File: config.mk
export PLATFORM = sky130hd
export DESIGN_NAME = fabric_reset_ctrl
export DESIGN_NICKNAME = d
export VERILOG_FILES = /design/src/rtl/fabric_reset_ctrl.sv
export SDC_FILE = /design/constraint.sdc
export NUM_CORES = 1
export LEC_CHECK = 0
export CORE_MARGIN = 5
export CORE_UTILIZATION = 50
export DETAILED_ROUTE_END_ITERATION = 12
export GPL_TIMING_DRIVEN = 0
export PLACE_DENSITY_LB_ADDON = 0.12
export SYNTH_ARGS = -nofsm -noshare
export SYNTH_HDL_FRONTEND = slang
export SYNTH_SLANG_ARGS = --single-unit
File: constraint.sdc
create_clock -name GL0 -period 2.6 [get_ports GL0]
set_input_delay 0.26 -clock GL0 [delete_from_list [all_inputs] [get_ports GL0]]
set_output_delay 0.26 -clock GL0 [all_outputs]
set_load 0.005 [all_outputs]
File: src/rtl/fabric_reset_ctrl.sv
// Fabric reset sequencer: holds GL0 user logic in reset until CCC lock is stable,
// the MSS is ready (only with FABRIC_RST_MSS_WAIT_EN defined) and a hold time has elapsed.
module fabric_reset_ctrl #(
  parameter int LOCK_STABLE_CYCLES = 1024,
  parameter int RESET_HOLD_CYCLES  = 16
) (
  input  logic       GL0,
  input  logic       RESET,
  input  logic       LOCK,
  input  logic       MSS_READY,
  input  logic       SW_RESET_REQ,
  output logic       FABRIC_RESET_N,
  output logic       RUN_START,
  output logic [7:0] LOCK_LOST_CNT,
  output logic [2:0] STATE
);

  typedef enum logic [2:0] {
    ST_RST       = 3'd0,
    ST_WAIT_LOCK = 3'd1,
    ST_STABLE    = 3'd2,
    ST_WAIT_MSS  = 3'd3,
    ST_HOLD      = 3'd4,
    ST_RUN       = 3'd5
  } state_t;

  localparam logic [15:0] STABLE_LAST = 16'(LOCK_STABLE_CYCLES - 1);
  localparam logic [15:0] HOLD_LAST   = 16'(RESET_HOLD_CYCLES - 1);

  state_t      r_state;
  state_t      w_state_nxt;
  logic [15:0] r_cnt;
  logic [15:0] w_cnt_nxt;
  logic        r_lock_meta;
  logic        r_lock_s;
  logic        r_lock_d;
  logic        w_lock_fall;
  logic        w_mss_s;
  logic [7:0]  r_lost_cnt;
  logic        r_run_start;

  // Lock synchronizer plus one delayed copy for fall detection
  always_ff @(posedge GL0) begin
    if (RESET) begin
      r_lock_meta <= 1'b0;
      r_lock_s    <= 1'b0;
      r_lock_d    <= 1'b0;
    end else begin
      r_lock_meta <= LOCK;
      r_lock_s    <= r_lock_meta;
      r_lock_d    <= r_lock_s;
    end
  end

`ifdef FABRIC_RST_MSS_WAIT_EN
  logic r_mss_meta;
  logic r_mss_s;

  // MSS ready synchronizer
  always_ff @(posedge GL0) begin
    if (RESET) begin
      r_mss_meta <= 1'b0;
      r_mss_s    <= 1'b0;
    end else begin
      r_mss_meta <= MSS_READY;
      r_mss_s    <= r_mss_meta;
    end
  end

  assign w_mss_s = r_mss_s;
`else
  logic w_unused_mss;

  assign w_unused_mss = MSS_READY;
  assign w_mss_s      = 1'b1;
`endif

  assign w_lock_fall = r_lock_d & ~r_lock_s;

  // Next-state and dwell counter
  always_comb begin
    w_state_nxt = r_state;
    w_cnt_nxt   = r_cnt;
    case (r_state)
      ST_RST: begin
        w_state_nxt = ST_WAIT_LOCK;
      end
      ST_WAIT_LOCK: begin
        if (r_lock_s) begin
          w_cnt_nxt   = 16'd0;
          w_state_nxt = ST_STABLE;
        end else begin
          w_state_nxt = ST_WAIT_LOCK;
        end
      end
      ST_STABLE: begin
        if (!r_lock_s) begin
          w_state_nxt = ST_WAIT_LOCK;
        end else if (r_cnt == STABLE_LAST) begin
          w_cnt_nxt   = 16'd0;
`ifdef FABRIC_RST_MSS_WAIT_EN
          w_state_nxt = ST_WAIT_MSS;
`else
          w_state_nxt = ST_HOLD;
`endif
        end else begin
          w_cnt_nxt = r_cnt + 16'd1;
        end
      end
      ST_WAIT_MSS: begin
        if (!r_lock_s) begin
          w_state_nxt = ST_WAIT_LOCK;
        end else if (w_mss_s) begin
          w_cnt_nxt   = 16'd0;
          w_state_nxt = ST_HOLD;
        end else begin
          w_state_nxt = ST_WAIT_MSS;
        end
      end
      ST_HOLD: begin
        if (!r_lock_s) begin
          w_state_nxt = ST_WAIT_LOCK;
        end else if (r_cnt == HOLD_LAST) begin
          w_state_nxt = ST_RUN;
        end else begin
          w_cnt_nxt = r_cnt + 16'd1;
        end
      end
      ST_RUN: begin
        // Lock loss takes priority over a software request
        if (!r_lock_s) begin
          w_state_nxt = ST_WAIT_LOCK;
        end else if (SW_RESET_REQ) begin
          w_cnt_nxt   = 16'd0;
          w_state_nxt = ST_HOLD;
        end else begin
          w_state_nxt = ST_RUN;
        end
      end
      default: begin
        w_state_nxt = ST_RST;
        w_cnt_nxt   = 16'd0;
      end
    endcase
  end

  // State, counter and registered status outputs
  always_ff @(posedge GL0) begin
    if (RESET) begin
      r_state     <= ST_RST;
      r_cnt       <= 16'd0;
      r_run_start <= 1'b0;
      r_lost_cnt  <= 8'd0;
    end else begin
      r_state     <= w_state_nxt;
      r_cnt       <= w_cnt_nxt;
      r_run_start <= (w_state_nxt == ST_RUN) && (r_state != ST_RUN);
      if (w_lock_fall && (r_lost_cnt != 8'hFF)) begin
        r_lost_cnt <= r_lost_cnt + 8'd1;
      end else begin
        r_lost_cnt <= r_lost_cnt;
      end
    end
  end

  assign FABRIC_RESET_N = (r_state == ST_RUN);
  assign RUN_START      = r_run_start;
  assign LOCK_LOST_CNT  = r_lost_cnt;
  assign STATE          = r_state;

endmodule

==> results of run 1 <==
[worst max-delay path by stage]
| stage | startpoint | endpoint | slack, ns |
|---|---|---|---|
| CTS | STATE[0] | r_cnt[7] | 0.26 |
| global route | r_cnt[10] | r_cnt[12] | 0.09 |
| global placement | STATE[0] | r_cnt[7] | 0.31 |
| detailed placement | STATE[0] | r_cnt[7] | 0.28 |
| finish | STATE[0] | r_cnt[7] | 0.28 |
| floorplan | STATE[0] | r_cnt[3] | 0.53 |
[placed cells by master (no fill, tap or decap), types with 3 or more instances in the layout]
master,n
dfxtp_1,31
nor2_1,17
clkdlybuf4s50_1,16
nand2_1,12
xor2_1,11
nand4_1,10
a21oi_1,9
nand3_1,6
or4_1,6
inv_1,5
nor2b_1,5
nand3b_1,5
clkbuf_4,5
nand2b_1,4
and3_1,4
nor3_1,4
o31ai_1,4
clkbuf_1,3
buf_2,3
o21ai_0,3
[sequential cells by signal, indices dropped and copies added (netlist names)]
register       count
LOCK_LOST_CNT      8
RUN_START          1
STATE              3
r_cnt             16
r_lock_d           1
r_lock_meta        1
r_lock_s           1
[cells by family after synthesis]
family | count (synthesis) | share of synthesized area, %
buffers and inverters | 11 | 3.51
XOR/XNOR | 12 | 7.02
AND/OR/NAND/NOR | 85 | 32.7
multiplexers | 2 | 1.34
adder cells (fa/ha/maj) | 2 | 1.67
flip-flops | 31 | 41.4
AO/OA/AOI/OAI | 26 | 12.3
[routing by layer]
metal / share of wire [%] / track usage [%] / wire length, um
met5: 0 / 0 / 0
met3: 5.8 / 5.18 / 179
met1: 50 / 20.9 / 1530
met2: 42 / 22.2 / 1300
met4: 1.7 / 6.86 / 53
[power by group]
part	internal (uW)	total [uW]	switching, uW
sequential	478	481	2.57
clock	159	316	157
combinational	16.7	38.5	21.8
[metrics by stage]
step | setup WS [ns] | instance area [um2] | instances
floorplan | 0.527 | 1500 | 169
global placement | 0.306 | 1700 | 216
detailed placement | 0.277 | 1700 | 216
CTS | 0.258 | 1770 | 224
global route | 0.0893 | 1770 | 224
finish | 0.276 | 1770 | 224
[layout make-up]
| cell class | count | share of cell area (%) |
|---|---|---|
| timing repair buffer | 16 | 9.07 |
| clock buffer | 8 | 3.90 |
| buffer | 6 | 1.91 |
| tap | 31 | 2.20 |
| sequential | 31 | 35.2 |
| inverter | 5 | 1.06 |
| multi-input combinational | 127 | 46.7 |
==> results.py, run 1 <==
metrics = {
    "min_path": {
        "hold_depth": 1,
        "holdCritPathClass": "reg2reg",
        "worstHoldStart": "r_lock_meta",
        "worstHoldEndpoint": "r_lock_s",
    },
    "power_and_ir_drop": {
        "p_leak_uw": 0.000594,
        "power_uw": 835,
        "ir_drop_uv": 256,
        "powerDensity_mw_per_mm2": 473,
    },
    "clock_tree": {
        "htree_levels": 2,
        "cts_tree": "built",
        "cts_sinks": 31,
        "cts_resized": 0,
        "cts_buffers": 5,
        "cts_hold_buf": 0,
        "cts_buffer_depth": 2,
        "path_clk_slew_ns": 0.09,
        "cts_root_buf": "clkbuf_4",
        "worstSkewPairLatency_ns": 0.33,
        "post-cts-setup-buffers": 0,
    },
    "synthesis": {
        "synth_cell_types": 39,
        "syn_nets": 176,
        "yosysMostFrequentCell": "dfxtp_1",
        "synth_cells": 169,
        "synth_ff_type": "dfxtp_1",
        "synth_edf_count": 0,
        "async_flop_share_pct": 0,
        "synth_area_leaders": "dfxtp_1, xor2_1, nor2_1",
        "synthTopCellsByCount": "dfxtp_1, nor2_1, nand2_1, xor2_1, nand4_1",
        "synth_top_area_share_pct": 41.4,
        "ys_seq_area_share_pct": 41.4,
        "yosysWarnings": 0,
        "syn_area_per_cell_um2": 8.86,
        "synth_area_mm2": 0.00150,
        "synth_top_cell_by_area": "dfxtp_1",
        "ys_ff_latch": 31,
    },
    "sta": {
        "fin_crit_ns": 2.32,
        "drv_slew": 0,
        "hold_viol": 0,
        "max_freq_mhz": 430,
        "worst_pin_slew_ns": 0.576,
        "slew_headroom_pct": 61.2,
        "setup_viol": 0,
        "finalSetupTns_ns": 0,
        "fin_hold_ws_ns": 0.463,
        "period_share_pct": 89.4,
        "skew_ns": 0.00701,
        "rsz0062_at_grt": "false",
    },
    "flow_run": {
        "maxCapViolations": 0,
    },
    "worst_setup_path": {
        "crit_path_end_kind": "flop",
        "reg2reg_depth": 8,
        "start_kind": "flop",
        "cp.depth": 8,
        "critPathArrivalTime_ns": 2.58,
        "reg2reg_from": "STATE[0]",
        "cp.required_ns": 2.86,
        "timing.rr.end": "r_cnt[7]",
        "worstSetupPathType": "reg2reg",
        "r2r_slack_ns": 0.28,
        "cp_slowest_cell": "or4_1",
        "crit_family": "simple AND/OR/NAND/NOR gates",
        "crit_chain": "clkbuf_1 > or3b_1 > or4_1 > buf_2 > o21ai_4 > buf_6 > o31ai_1 > a21oi_1",
        "critPathMaxFanout": 10,
        "critPathBufInv": 3,
        "max_stage_delay_ns": 0.50,
    },
    "final_layout": {
        "multiInputGateArea_um2": 825,
        "areaGrowthSynthToFinish_pct": 17.9,
        "seqCellArea_um2": 621,
        "antenna_cells": 0,
        "fill_cells": 247,
        "final_core_util_pct": 62.9,
        "drive_gt1_share_pct": 10.4,
        "fin_nets": 199,
    },
    "global_route": {
        "overflow": 0,
        "grt_max_degree": 11,
        "grt_pass1_wl_um": 5080,
        "grtUsageTotal_pct": 15.5,
        "grt_pass1_vias": 1160,
        "antenna_found_initial": 0,
    },
    "die": {
        "coreArea_mm2": 0.00281,
        "fp.dieW_um": 64.7,
        "rows": 19,
        "io_pins": 18,
        "die_area_mm2": 0.00419,
        "start_util_pct": 53.4,
        "die_h_um": 64.7,
    },
    "routing": {
        "drt_pass1_iterations": 4,
        "wl_per_cell_um": 13.7,
        "ant_nets": 0,
        "vias": 1285,
        "routed_via_density": 5.74,
        "drt_iter0_drc": 98,
        "drc": 0,
        "drt-total-wl_um": 3060,
    },
    "run_status": {
        "status": "finished clean",
    },
    "placement": {
        "dp_hpwl_um": 2230,
        "gp_congestion": 0.821,
        "io_buffers": 16,
    },
}
(Power assumes the default switching activity.)
==> run 2, diff against run 1 <==
clock period = 2.2 ns   (was 2.6 ns; I/O delays follow)
==> run 2 against run 1 <==
  * Register-to-register slack got worse by 0.23 ns
  * Critical path type unchanged
  * Routed wire length rose by 10%
  * Critical endpoint is now r_cnt[13]
  * Final area grew 7.2%
  * Via count increased by 4.1%
  * Flip-flop and latch count did not move
  * Clock skew is 0.00079 ns lower
==> results.py, run 2 (synthesis gave the netlist of run 1 again) <==
metrics = {
    "routing": {
        "drt-total-wl_um": 3380,
        "highest_layer": "met4",
        "drt_pass1_iterations": 4,
        "drt_iter0_drc": 91,
        "routed_via_density": 5.79,
        "wl_met3_um": 179,
        "vias": 1338,
        "ant_nets": 0,
        "drc": 0,
        "met2_wirelength_um": 1540,
        "wl_per_cell_um": 14.6,
        "wl_met1_um": 1600,
    },
    "min_path": {
        "worstHoldEndpoint": "r_lock_meta",
        "worstHoldStart": "LOCK",
        "hold_depth": 2,
        "holdCritPathClass": "in2reg",
    },
    "final_layout": {
        "fill_cells": 225,
        "areaGrowthSynthToFinish_pct": 26.3,
        "top_register": "r_cnt",
        "design_area_mm2": 0.00189,
        "drive_gt1_share_pct": 21.0,
        "fin_nets": 206,
        "final_common_cell": "dfxtp_1",
        "antenna_cells": 0,
        "final_cells": 231,
        "largest_reg_flops": 16,
        "final_core_util_pct": 67.4,
        "final_cell_mix": "dfxtp_1, nor2_1, clkdlybuf4s50_1",
    },
    "global_route": {
        "grt_pass1_vias": 1209,
        "grt_max_degree": 12,
        "grtUsageTotal_pct": 16.2,
        "grt_pass1_wl_um": 5330,
        "overflow": 0,
        "antenna_found_initial": 0,
    },
    "worst_setup_path": {
        "critPathArrivalTime_ns": 2.37,
        "crit_path_end_kind": "flop",
        "r2r_slack_ns": 0.04,
        "start_kind": "flop",
        "timing.rr.end": "r_cnt[13]",
        "critPathMaxFanout": 4,
        "cp.required_ns": 2.42,
        "reg2reg_depth": 7,
        "worstSetupPathType": "reg2reg",
        "reg2reg_from": "r_cnt[14]",
    },
    "sta": {
        "rsz0062_at_grt": "true",
        "max_freq_mhz": 464,
        "period_share_pct": 98.0,
        "hold_viol": 0,
        "fin_crit_ns": 2.16,
        "drv_slew": 0,
        "setup_viol": 0,
        "slew_headroom_pct": 67.8,
        "worst_pin_slew_ns": 0.476,
        "skew_ns": 0.00622,
    },
    "die": {
        "coreArea_mm2": 0.00281,
        "fp.dieW_um": 64.7,
        "die_area_mm2": 0.00419,
        "io_pins": 18,
        "die_h_um": 64.7,
        "start_util_pct": 53.4,
        "rows": 19,
    },
    "clock_tree": {
        "cts_root_buf": "clkbuf_4",
        "cts_tree": "built",
        "cts_buffer_depth": 2,
        "htree_levels": 2,
        "path_clk_slew_ns": 0.09,
        "cts_hold_buf": 0,
        "cts_buffers": 5,
        "worstSkewPairLatency_ns": 0.33,
        "cts_sinks": 31,
    },
    "flow_run": {
        "maxCapViolations": 0,
    },
    "power_and_ir_drop": {
        "powerDensity_mw_per_mm2": 524,
        "p_leak_uw": 0.000647,
        "power_uw": 990,
        "ir_drop_uv": 305,
    },
    "placement": {
        "io_buffers": 16,
        "dp_cells": 216,
        "gp_congestion": 0.821,
        "dp_hpwl_um": 2230,
        "place_area_mm2": 0.00170,
    },
    "run_status": {
        "status": "finished clean",
    },
}
[run 2: cell types whose count changed in the layout (fill, tap and decap cells not counted), moves of 3 or more]
cell	delta
buf_2	-3
buf_4	+8
dfxtp_1	-7
dfxtp_2	+5
or4_1	-3
or4_4	+3
[run 2: layout make-up]
cell class / instances / area (um2) / area share, %
Clock buffer: 8 / 68.8 / 3.64
Inverter: 5 / 18.8 / 0.992
Sequential cell: 31 / 634 / 33.5
Multi-Input combinational cell: 127 / 866 / 45.8
Buffer: 4 / 33.8 / 1.79
Tap cell: 31 / 38.8 / 2.05
Timing Repair Buffer: 25 / 231 / 12.2
[run 2: report_power, final]
group	internal, uW	switching (uW)	total (uW)
Sequential	563	6.51	569
Clock	188	187	375
Combinational	22.1	23.7	45.8
Total	773	218	990
[run 2: timing repair]
action / 4_1_cts / 5_1_grt
gates cloned: 1 / 0
resized for setup: 7 / 15
setup buffers: 3 / 5
endpoints found under the hold margin: 0 / 0
pin swaps: 2 / 6
endpoints found under the setup margin: 18 / 17
[run 2: metrics by stage]
| step | hold slack, ns | setup TNS [ns] | setup slack [ns] |
|---|---|---|---|
| global route | 0.444 | -0.208 | -0.0355 |
| CTS | 0.443 | 0 | 0.00174 |
| finish | 0.442 | 0 | 0.0448 |
| floorplan | 0.292 | 0 | 0.127 |
| detailed placement | 0.459 | -1.48 | -0.123 |
| global placement | 0.418 | -1.24 | -0.0939 |
[run 2: worst max-delay path: stages, from the launching register on]
cell and delay (ns):
dfxtp_2 0.34, or4_1 0.51, or4_4 0.54, buf_6 0.14, o21ai_4 0.17, buf_4 0.16, or4_1 0.12, a21oi_2 0.05
[run 2: per-layer routing]
| layer | GRT usage [%] | up-vias |
|---|---|---|
| li1 | - | 677 |
| met1 | 21.7 | 612 |
| met2 | 23.4 | 43 |
| met3 | 5.53 | 6 |
| met4 | 7.39 | 0 |
| met5 | 0 | - |
[run 2: worst max path at each step]
stage | from | end
floorplan | STATE[0] | r_cnt[3]
global placement | STATE[0] | r_cnt[7]
detailed placement | STATE[0] | r_cnt[7]
CTS | STATE[1] | r_cnt[13]
global route | r_cnt[8] | r_cnt[14]
finish | r_cnt[14] | r_cnt[13]
